==> config.mk <==
export PLATFORM = sky130hd
export DESIGN_NAME = l2_assoc_cache_flat
export DESIGN_NICKNAME = d
export VERILOG_FILES = /design/src/rtl/l2_assoc_cache_if.sv /design/src/rtl/l2_assoc_cache.sv /design/src/flat_wrapper.sv
export SDC_FILE = /design/constraint.sdc
export NUM_CORES = 2
export LEC_CHECK = 0
export CAP_MARGIN = 0
export CORE_MARGIN = 2
export CORE_UTILIZATION = 35
export DETAILED_ROUTE_END_ITERATION = 12
export HOLD_SLACK_MARGIN = 0.12
export PLACE_DENSITY = 0.5
export REMOVE_ABC_BUFFERS = 1
export SLEW_MARGIN = 5
export SYNTH_ARGS = -nofsm -noshare
export SYNTH_HDL_FRONTEND = slang
export SYNTH_SLANG_ARGS = --single-unit
==> constraint.sdc <==
create_clock -name clk -period 15.52 [get_ports clk]
set_input_delay 3.104 -clock clk [delete_from_list [all_inputs] [get_ports clk]]
set_output_delay 3.104 -clock clk [all_outputs]
set_load 0.005 [all_outputs]
==> src/rtl/l2_assoc_cache_if.sv <==
// ============================================================================
// Module   : l2_assoc_cache_if
// Purpose  : Request/response bus between the L1 controller and the L2 store.
//            The requester (master) presents req_* and accepts resp_*; the
//            cache (slave) answers with req_ready and the registered response.
// Ports    : req_valid/req_ready/req_wr/req_addr/req_data  request channel
//            resp_valid/resp_ready/resp_hit/resp_evict/resp_data  response
// Revision : 1.0  initial release
// ============================================================================
`default_nettype none

interface l2_assoc_cache_if #(
  parameter int ADDR_W = 32,
  parameter int DATA_W = 32
);
  logic              req_valid;
  logic              req_ready;
  logic              req_wr;
  logic [ADDR_W-1:0] req_addr;
  logic [DATA_W-1:0] req_data;
  logic              resp_valid;
  logic              resp_ready;
  logic              resp_hit;
  logic              resp_evict;
  logic [DATA_W-1:0] resp_data;

  modport master (
    output req_valid, req_wr, req_addr, req_data, resp_ready,
    input  req_ready, resp_valid, resp_hit, resp_evict, resp_data
  );

  modport slave (
    input  req_valid, req_wr, req_addr, req_data, resp_ready,
    output req_ready, resp_valid, resp_hit, resp_evict, resp_data
  );
endinterface

`default_nettype wire

==> src/rtl/l2_assoc_cache.sv <==
// ============================================================================
// Module   : l2_assoc_cache
// Purpose  : N-way set-associative L2 data store with true-LRU replacement,
//            req/resp handshake with backpressure and a whole-cache flush.
//            Misses are not refilled here; the requester refills with a write.
// Ports    : clk, rst_n (async active-low), bus (l2_assoc_cache_if.slave),
//            flush (start flush, sampled in IDLE), busy (not IDLE),
//            hit_count/miss_count (only with CACHE_STATS_EN defined).
// Config   : CACHE_STATS_EN - adds saturating 32-bit hit/miss counters.
// Revision : 1.0  initial release
// ============================================================================
`default_nettype none

module l2_assoc_cache #(
  parameter int ADDR_W = 32,
  parameter int DATA_W = 32,
  parameter int TAG_W  = 4,
  parameter int SETS   = 16,
  parameter int WAYS   = 4
) (
  input  wire                 clk,
  input  wire                 rst_n,
  l2_assoc_cache_if.slave     bus,
  input  wire                 flush,
`ifdef CACHE_STATS_EN
  output logic [31:0]         hit_count,
  output logic [31:0]         miss_count,
`endif
  output logic                busy
);
  localparam int INDEX_W = $clog2(SETS);
  localparam int AGE_W   = $clog2(WAYS);

  typedef enum logic [1:0] {S_IDLE, S_LOOKUP, S_RESP, S_FLUSH} state_t;
  state_t r_state, w_next;

  logic [WAYS-1:0]    r_valid    [SETS];
  logic [AGE_W-1:0]   r_age      [SETS][WAYS];
  logic [TAG_W-1:0]   r_tag_arr  [SETS][WAYS];
  logic [DATA_W-1:0]  r_data_arr [SETS][WAYS];

  logic               r_req_wr;
  logic [TAG_W-1:0]   r_req_tag;
  logic [INDEX_W-1:0] r_req_idx;
  logic [DATA_W-1:0]  r_req_data;
  logic [INDEX_W-1:0] r_flush_set;

  logic               r_resp_valid, r_resp_hit, r_resp_evict;
  logic [DATA_W-1:0]  r_resp_data;

  logic               w_hit, w_free, w_accept;
  logic [AGE_W-1:0]   w_hit_way, w_free_way, w_lru_way, w_touch;

  // Address bits below the index carry no meaning for this block.
  logic w_unused_addr;
  assign w_unused_addr = ^bus.req_addr[ADDR_W-TAG_W-INDEX_W-1:0];

  assign bus.req_ready  = (r_state == S_IDLE) && !flush;
  assign bus.resp_valid = r_resp_valid;
  assign bus.resp_hit   = r_resp_hit;
  assign bus.resp_evict = r_resp_evict;
  assign bus.resp_data  = r_resp_data;
  assign busy           = (r_state != S_IDLE);
  assign w_accept       = bus.req_valid && bus.req_ready;

  // Way selection for the indexed set. Descending loops make the lowest
  // matching/free way win.
  always_comb begin
    w_hit      = 1'b0;
    w_hit_way  = '0;
    w_free     = 1'b0;
    w_free_way = '0;
    w_lru_way  = '0;
    for (int w = WAYS - 1; w >= 0; w--) begin
      if (r_valid[r_req_idx][w] && (r_tag_arr[r_req_idx][w] == r_req_tag)) begin
        w_hit     = 1'b1;
        w_hit_way = AGE_W'(w);
      end
      if (!r_valid[r_req_idx][w]) begin
        w_free     = 1'b1;
        w_free_way = AGE_W'(w);
      end
      if (r_age[r_req_idx][w] == AGE_W'(WAYS - 1)) begin
        w_lru_way = AGE_W'(w);
      end
    end
    w_touch = w_hit ? w_hit_way : (w_free ? w_free_way : w_lru_way);
  end

  always_ff @(posedge clk or negedge rst_n) begin
    if (!rst_n) r_state <= S_IDLE;
    else        r_state <= w_next;
  end

  always_comb begin
    w_next = r_state;
    case (r_state)
      S_IDLE:   if (flush) w_next = S_FLUSH;
                else if (w_accept) w_next = S_LOOKUP;
      S_LOOKUP: w_next = S_RESP;
      S_RESP:   if (bus.resp_ready) w_next = S_IDLE;
      S_FLUSH:  if (r_flush_set == INDEX_W'(SETS - 1)) w_next = S_IDLE;
      default:  w_next = S_IDLE;
    endcase
  end

  // Control state: valid bits, ages, captured request and response.
  always_ff @(posedge clk or negedge rst_n) begin
    if (!rst_n) begin
      for (int s = 0; s < SETS; s++) begin
        r_valid[s] <= '0;
        for (int w = 0; w < WAYS; w++) r_age[s][w] <= AGE_W'(w);
      end
      r_req_wr     <= 1'b0;
      r_req_tag    <= '0;
      r_req_idx    <= '0;
      r_req_data   <= '0;
      r_flush_set  <= '0;
      r_resp_valid <= 1'b0;
      r_resp_hit   <= 1'b0;
      r_resp_evict <= 1'b0;
      r_resp_data  <= '0;
    end else begin
      case (r_state)
        S_IDLE: begin
          r_flush_set <= '0;
          if (w_accept) begin
            r_req_wr   <= bus.req_wr;
            r_req_tag  <= bus.req_addr[ADDR_W-1 -: TAG_W];
            r_req_idx  <= bus.req_addr[ADDR_W-TAG_W-1 -: INDEX_W];
            r_req_data <= bus.req_data;
          end
        end
        S_LOOKUP: begin
          r_resp_valid <= 1'b1;
          r_resp_hit   <= w_hit;
          r_resp_evict <= r_req_wr && !w_hit && !w_free;
          r_resp_data  <= r_req_wr ? r_req_data :
                          (w_hit ? r_data_arr[r_req_idx][w_hit_way] : '0);
          if (w_hit || r_req_wr) begin
            r_valid[r_req_idx][w_touch] <= 1'b1;
            for (int w = 0; w < WAYS; w++) begin
              if (r_age[r_req_idx][w] < r_age[r_req_idx][w_touch])
                r_age[r_req_idx][w] <= r_age[r_req_idx][w] + 1'b1;
            end
            r_age[r_req_idx][w_touch] <= '0;
          end
        end
        S_RESP: begin
          if (bus.resp_ready) r_resp_valid <= 1'b0;
        end
        S_FLUSH: begin
          r_valid[r_flush_set] <= '0;
          for (int w = 0; w < WAYS; w++) r_age[r_flush_set][w] <= AGE_W'(w);
          r_flush_set <= r_flush_set + 1'b1;
        end
        default: ;
      endcase
    end
  end

  // Tag and data arrays are never cleared; only valid bits gate them.
  always_ff @(posedge clk) begin
    if (r_state == S_LOOKUP && r_req_wr) begin
      r_tag_arr[r_req_idx][w_touch]  <= r_req_tag;
      r_data_arr[r_req_idx][w_touch] <= r_req_data;
    end
  end

`ifdef CACHE_STATS_EN
  always_ff @(posedge clk or negedge rst_n) begin
    if (!rst_n) begin
      hit_count  <= '0;
      miss_count <= '0;
    end else if (r_state == S_LOOKUP) begin
      if (w_hit && hit_count != 32'hFFFF_FFFF)         hit_count  <= hit_count + 1'b1;
      else if (!w_hit && miss_count != 32'hFFFF_FFFF)  miss_count <= miss_count + 1'b1;
    end
  end
`endif

endmodule

`default_nettype wire

==> src/flat_wrapper.sv <==
// flat-port wrapper written by rule: the top's interface ports become plain ports
module l2_assoc_cache_flat 
#(
  parameter int ADDR_W = 32,
  parameter int DATA_W = 32,
  parameter int TAG_W  = 4,
  parameter int SETS   = 16,
  parameter int WAYS   = 4
)
  (clk, rst_n, flush, busy, bus_req_valid, bus_req_wr, bus_req_addr, bus_req_data, bus_resp_ready, bus_req_ready, bus_resp_valid, bus_resp_hit, bus_resp_evict, bus_resp_data);
  l2_assoc_cache_if #(.ADDR_W(ADDR_W), .DATA_W(DATA_W)) bus_i ();
  input  wire clk;
  input  wire rst_n;
  input  wire flush;
  output logic busy;
  input wire logic [$bits(bus_i.req_valid)-1:0] bus_req_valid;
  input wire logic [$bits(bus_i.req_wr)-1:0] bus_req_wr;
  input wire logic [$bits(bus_i.req_addr)-1:0] bus_req_addr;
  input wire logic [$bits(bus_i.req_data)-1:0] bus_req_data;
  input wire logic [$bits(bus_i.resp_ready)-1:0] bus_resp_ready;
  output wire logic [$bits(bus_i.req_ready)-1:0] bus_req_ready;
  output wire logic [$bits(bus_i.resp_valid)-1:0] bus_resp_valid;
  output wire logic [$bits(bus_i.resp_hit)-1:0] bus_resp_hit;
  output wire logic [$bits(bus_i.resp_evict)-1:0] bus_resp_evict;
  output wire logic [$bits(bus_i.resp_data)-1:0] bus_resp_data;
  assign bus_i.req_valid = bus_req_valid;
  assign bus_i.req_wr = bus_req_wr;
  assign bus_i.req_addr = bus_req_addr;
  assign bus_i.req_data = bus_req_data;
  assign bus_i.resp_ready = bus_resp_ready;
  assign bus_req_ready = bus_i.req_ready;
  assign bus_resp_valid = bus_i.resp_valid;
  assign bus_resp_hit = bus_i.resp_hit;
  assign bus_resp_evict = bus_i.resp_evict;
  assign bus_resp_data = bus_i.resp_data;
  l2_assoc_cache #(.ADDR_W(ADDR_W), .DATA_W(DATA_W), .TAG_W(TAG_W), .SETS(SETS), .WAYS(WAYS)) u_core (.clk(clk), .rst_n(rst_n), .bus(bus_i), .flush(flush), .busy(busy));
endmodule
==> results.py <==
metrics = {
    "clocking": {
        "cts_sinks": 2578,
        "cts_hold_buf": 0,
        "insertion_delay_ps": 900,
        "cts_made_buffers": 285,
        "path_clk_slew_ps": 60,
        "cts_resized": 0,
        "htree_levels": 5,
        "postCtsSetupBuffers": 0,
        "cts_tree": "built",
        "clockBufferDepth": 4,
        "cts_root_buffer": "clkbuf_16",
    },
    "route": {
        "drt-pass1-iter-count": 7,
        "vias": 51439,
        "post_drt_wl_per_cell_um": 33.4,
        "drtIter0Drc": 6596,
        "via_per_inst": 5.61,
        "ant_nets": 0,
        "drc": 0,
        "drt-total-wl_mm": 306,
    },
    "worst_setup_path": {
        "r2r_end": "u_core.r_data_arr[9][83]",
        "r2r_start": "u_core.r_req_idx[0]",
        "arrival_ps": 8680,
        "path_class": "reg2reg",
        "setup.worst_path.start_class": "flip-flop",
        "crit_fanout": 47,
        "cp.required_ps": 16000,
        "end_kind": "flip-flop",
        "ff2ff_path_depth": 14,
        "r2r_setup_slack_ps": 7320,
    },
    "cells_and_area": {
        "drive_above_1_share": 0.299,
        "fin_nets": 5134,
        "syn_to_final_growth_pct": 15.2,
        "instances_no_fill": 9167,
    },
    "sta": {
        "skew_ps": 70.0,
        "setup_viol": 0,
        "slew_headroom": 0.119,
        "fmax_mhz": 122,
        "tns_ps": 0,
        "maxSlewViolCount": 0,
        "timing_hold_violations_final": 0,
        "fin_crit_ps": 8200,
        "rsz0062_at_grt": "no",
        "fin_crit_sh": 0.529,
        "worst_slew_pin_slew_ps": 1320,
    },
    "min_path": {
        "hold_class": "reg2reg",
        "hold_start": "u_core.r_age[0]",
        "holdPathEnd": "u_core.r_age[0]",
        "worstHoldPathCells": 2,
    },
    "yosys": {
        "yosys.area.top_type_share": 0.678,
        "yosysMostFrequentCell": "edfxtp_1",
        "avgSynthCellArea_sq_um": 21.2,
        "synth_area_leaders": "edfxtp_1 (68%), mux4_2 (16%), dfrtp_1 (5.1%), dfstp_2 (1.6%), mux2i_1 (1.5%)",
        "synth_area_sq_um": 102000,
        "yosysSeqAreaShare": 0.746,
        "synth_fa_ha_area_frac": 0.00168,
        "async_flop_share": 0.106,
        "synthCells": 4808,
        "synth_top_family_by_area": "multiplexers",
        "ys_seq_elements": 2578,
        "yosys.area.top_type": "edfxtp_1",
        "ys.warnings.count": 0,
        "yosys.area_share.simple": 0.0212,
        "synth_edf_count": 2304,
        "synth_xor_area_frac": 0.00120,
        "synth_cell_type_count": 91,
        "synth_commonest_cells": "edfxtp_1 (2304), mux4_2 (737), nor2_1 (245), dfrtp_1 (210), clkbuf_1 (189)",
        "synthFlopType": "edfxtp_1",
        "synthMuxAreaShare": 0.186,
        "synth_compound_area_frac": 0.0290,
    },
    "global_routing": {
        "grt_pass1_wl_mm": 422,
        "overflow": 0,
        "grt_use_total": 0.205,
        "grt_max_degree": 120,
        "antenna_found_initial": 13,
        "grt_pass1_vias": 51992,
    },
    "floorplan": {
        "die_w_um": 544,
        "core_area_sq_um": 291000,
        "initial_core_util": 0.351,
        "rows": 198,
        "die-area_sq_um": 296000,
        "die_h_um": 544,
        "ioPinCount": 107,
    },
    "run": {
        "max_cap_violations": 0,
    },
    "power_and_ir_drop": {
        "ir_drop_mv": 0.150,
        "p_leak_uw": 0.0376,
        "cellPowerDensity_nw_per_um2": 188,
        "p_total_uw": 22100,
    },
    "placement": {
        "dp_hpwl_mm": 161,
        "dp.cells": 8665,
        "port_buffers": 82,
        "gp_congestion": 0.822,
    },
    "outcome": {
        "status": "finished clean",
    },
}
area by class of cell:
type                       count  area [sq um]
fill                       25560        173000
sequential                  2578         76200
multi-input combinational   1907         25000
clock buffer                 372          7750
tap                         3900          4880
timing repair buffer         257          2200
clock inverter               129          1390
inverter                      23          86.3
antenna                        1          2.50
logic make-up after synthesis:
kind of cell | Yosys count
AO/OA/AOI/OAI | 430
XOR/XNOR | 14
adder cells (fa/ha/maj) | 14
buffers and inverters | 323
flip-flops | 2578
multiplexers | 955
AND/OR/NAND/NOR | 494
placed cells by master, fill, tap and decap left out, drive strengths merged, types with 13 or more instances in the layout:
master,count
edfxtp,2304
mux4,748
clkbuf,372
nor2,247
dfrtp,210
buf,176
mux2i,152
a21oi,144
nand2,135
clkinv,96
clkdlybuf4s50,81
a22o,67
dfstp,64
a22oi,56
mux2,55
o21ai,49
inv,34
o22ai,31
nand3,21
bufinv,21
o31ai,20
and3,19
nand2b,13
nor3,13
how the worst max path moves through the flow:
stage | start | to | slack (ps) | cells past startpoint
after floorplan | u_core.r_req_idx[0] | u_core.r_data_arr[13][0] | -13220 | 16
after global placement | u_core.r_req_idx[0] | u_core.r_data_arr[6][95] | 7300 | 14
after detailed placement | u_core.r_req_idx[0] | u_core.r_data_arr[7][95] | 7270 | 14
after CTS | u_core.r_req_idx[0] | u_core.r_data_arr[7][69] | 7290 | 14
after global routing | u_core.r_req_idx[0] | u_core.r_data_arr[5][69] | 6940 | 14
final | u_core.r_req_idx[0] | u_core.r_data_arr[9][83] | 7320 | 14
worst max-delay path, stage by stage (launching register included):
cell and delay (ps):
dfrtp_4 930, buf_4 780, mux4_2 610, mux4_2 630
ha_1 280, inv_1 60, a21o_1 130, a21oi_1 70
a221o_1 360, a21boi_0 340, a41oi_2 120, o31ai_2 750
nand2_2 800, nor2_4 1130, buf_4 670
through the flow:
| step | hold slack, ps | utilization | setup slack [ps] | area (sq um) |
|---|---|---|---|---|
| floorplan | 438 | - | -13220 | 101000 |
| global placement | 455 | 0.373 | 7300 | 108000 |
| detailed placement | 456 | 0.373 | 7270 | 108000 |
| CTS | 469 | 0.404 | 7290 | 118000 |
| global route | 489 | 0.404 | 6940 | 118000 |
| finish | 470 | 0.404 | 7320 | 118000 |
sequential cells by signal, summed over array words and instances (netlist names):
signal                 flops
u_core.r_age             128
u_core.r_req_idx           4
u_core.bus.resp_valid      1
u_core.bus.resp_data      32
u_core.r_flush_set         4
u_core.r_tag_arr         256
u_core.r_valid            64
u_core.r_state             2
u_core.r_data_arr       2048
u_core.r_req_wr            1
u_core.r_req_data         32
u_core.bus.resp_evict      1
u_core.bus.resp_hit        1
u_core.r_req_tag           4
power by group:
part	total [uW]	internal, uW	switching [uW]
Combinational	5950	2530	3420
Clock	6690	3890	2800
Sequential	9430	8740	690
Total	22100	15200	6920
per-layer routing:
metal | GRT usage | wire length (um) | vias to the layer above
li1 | - | - | 20554
met1 | 0.294 | 133000 | 28592
met2 | 0.328 | 146000 | 1913
met3 | 0.0304 | 19900 | 380
met4 | 0.0499 | 7080 | 0
met5 | 0 | 0 | -
Power figures use the tool's default switching activity.
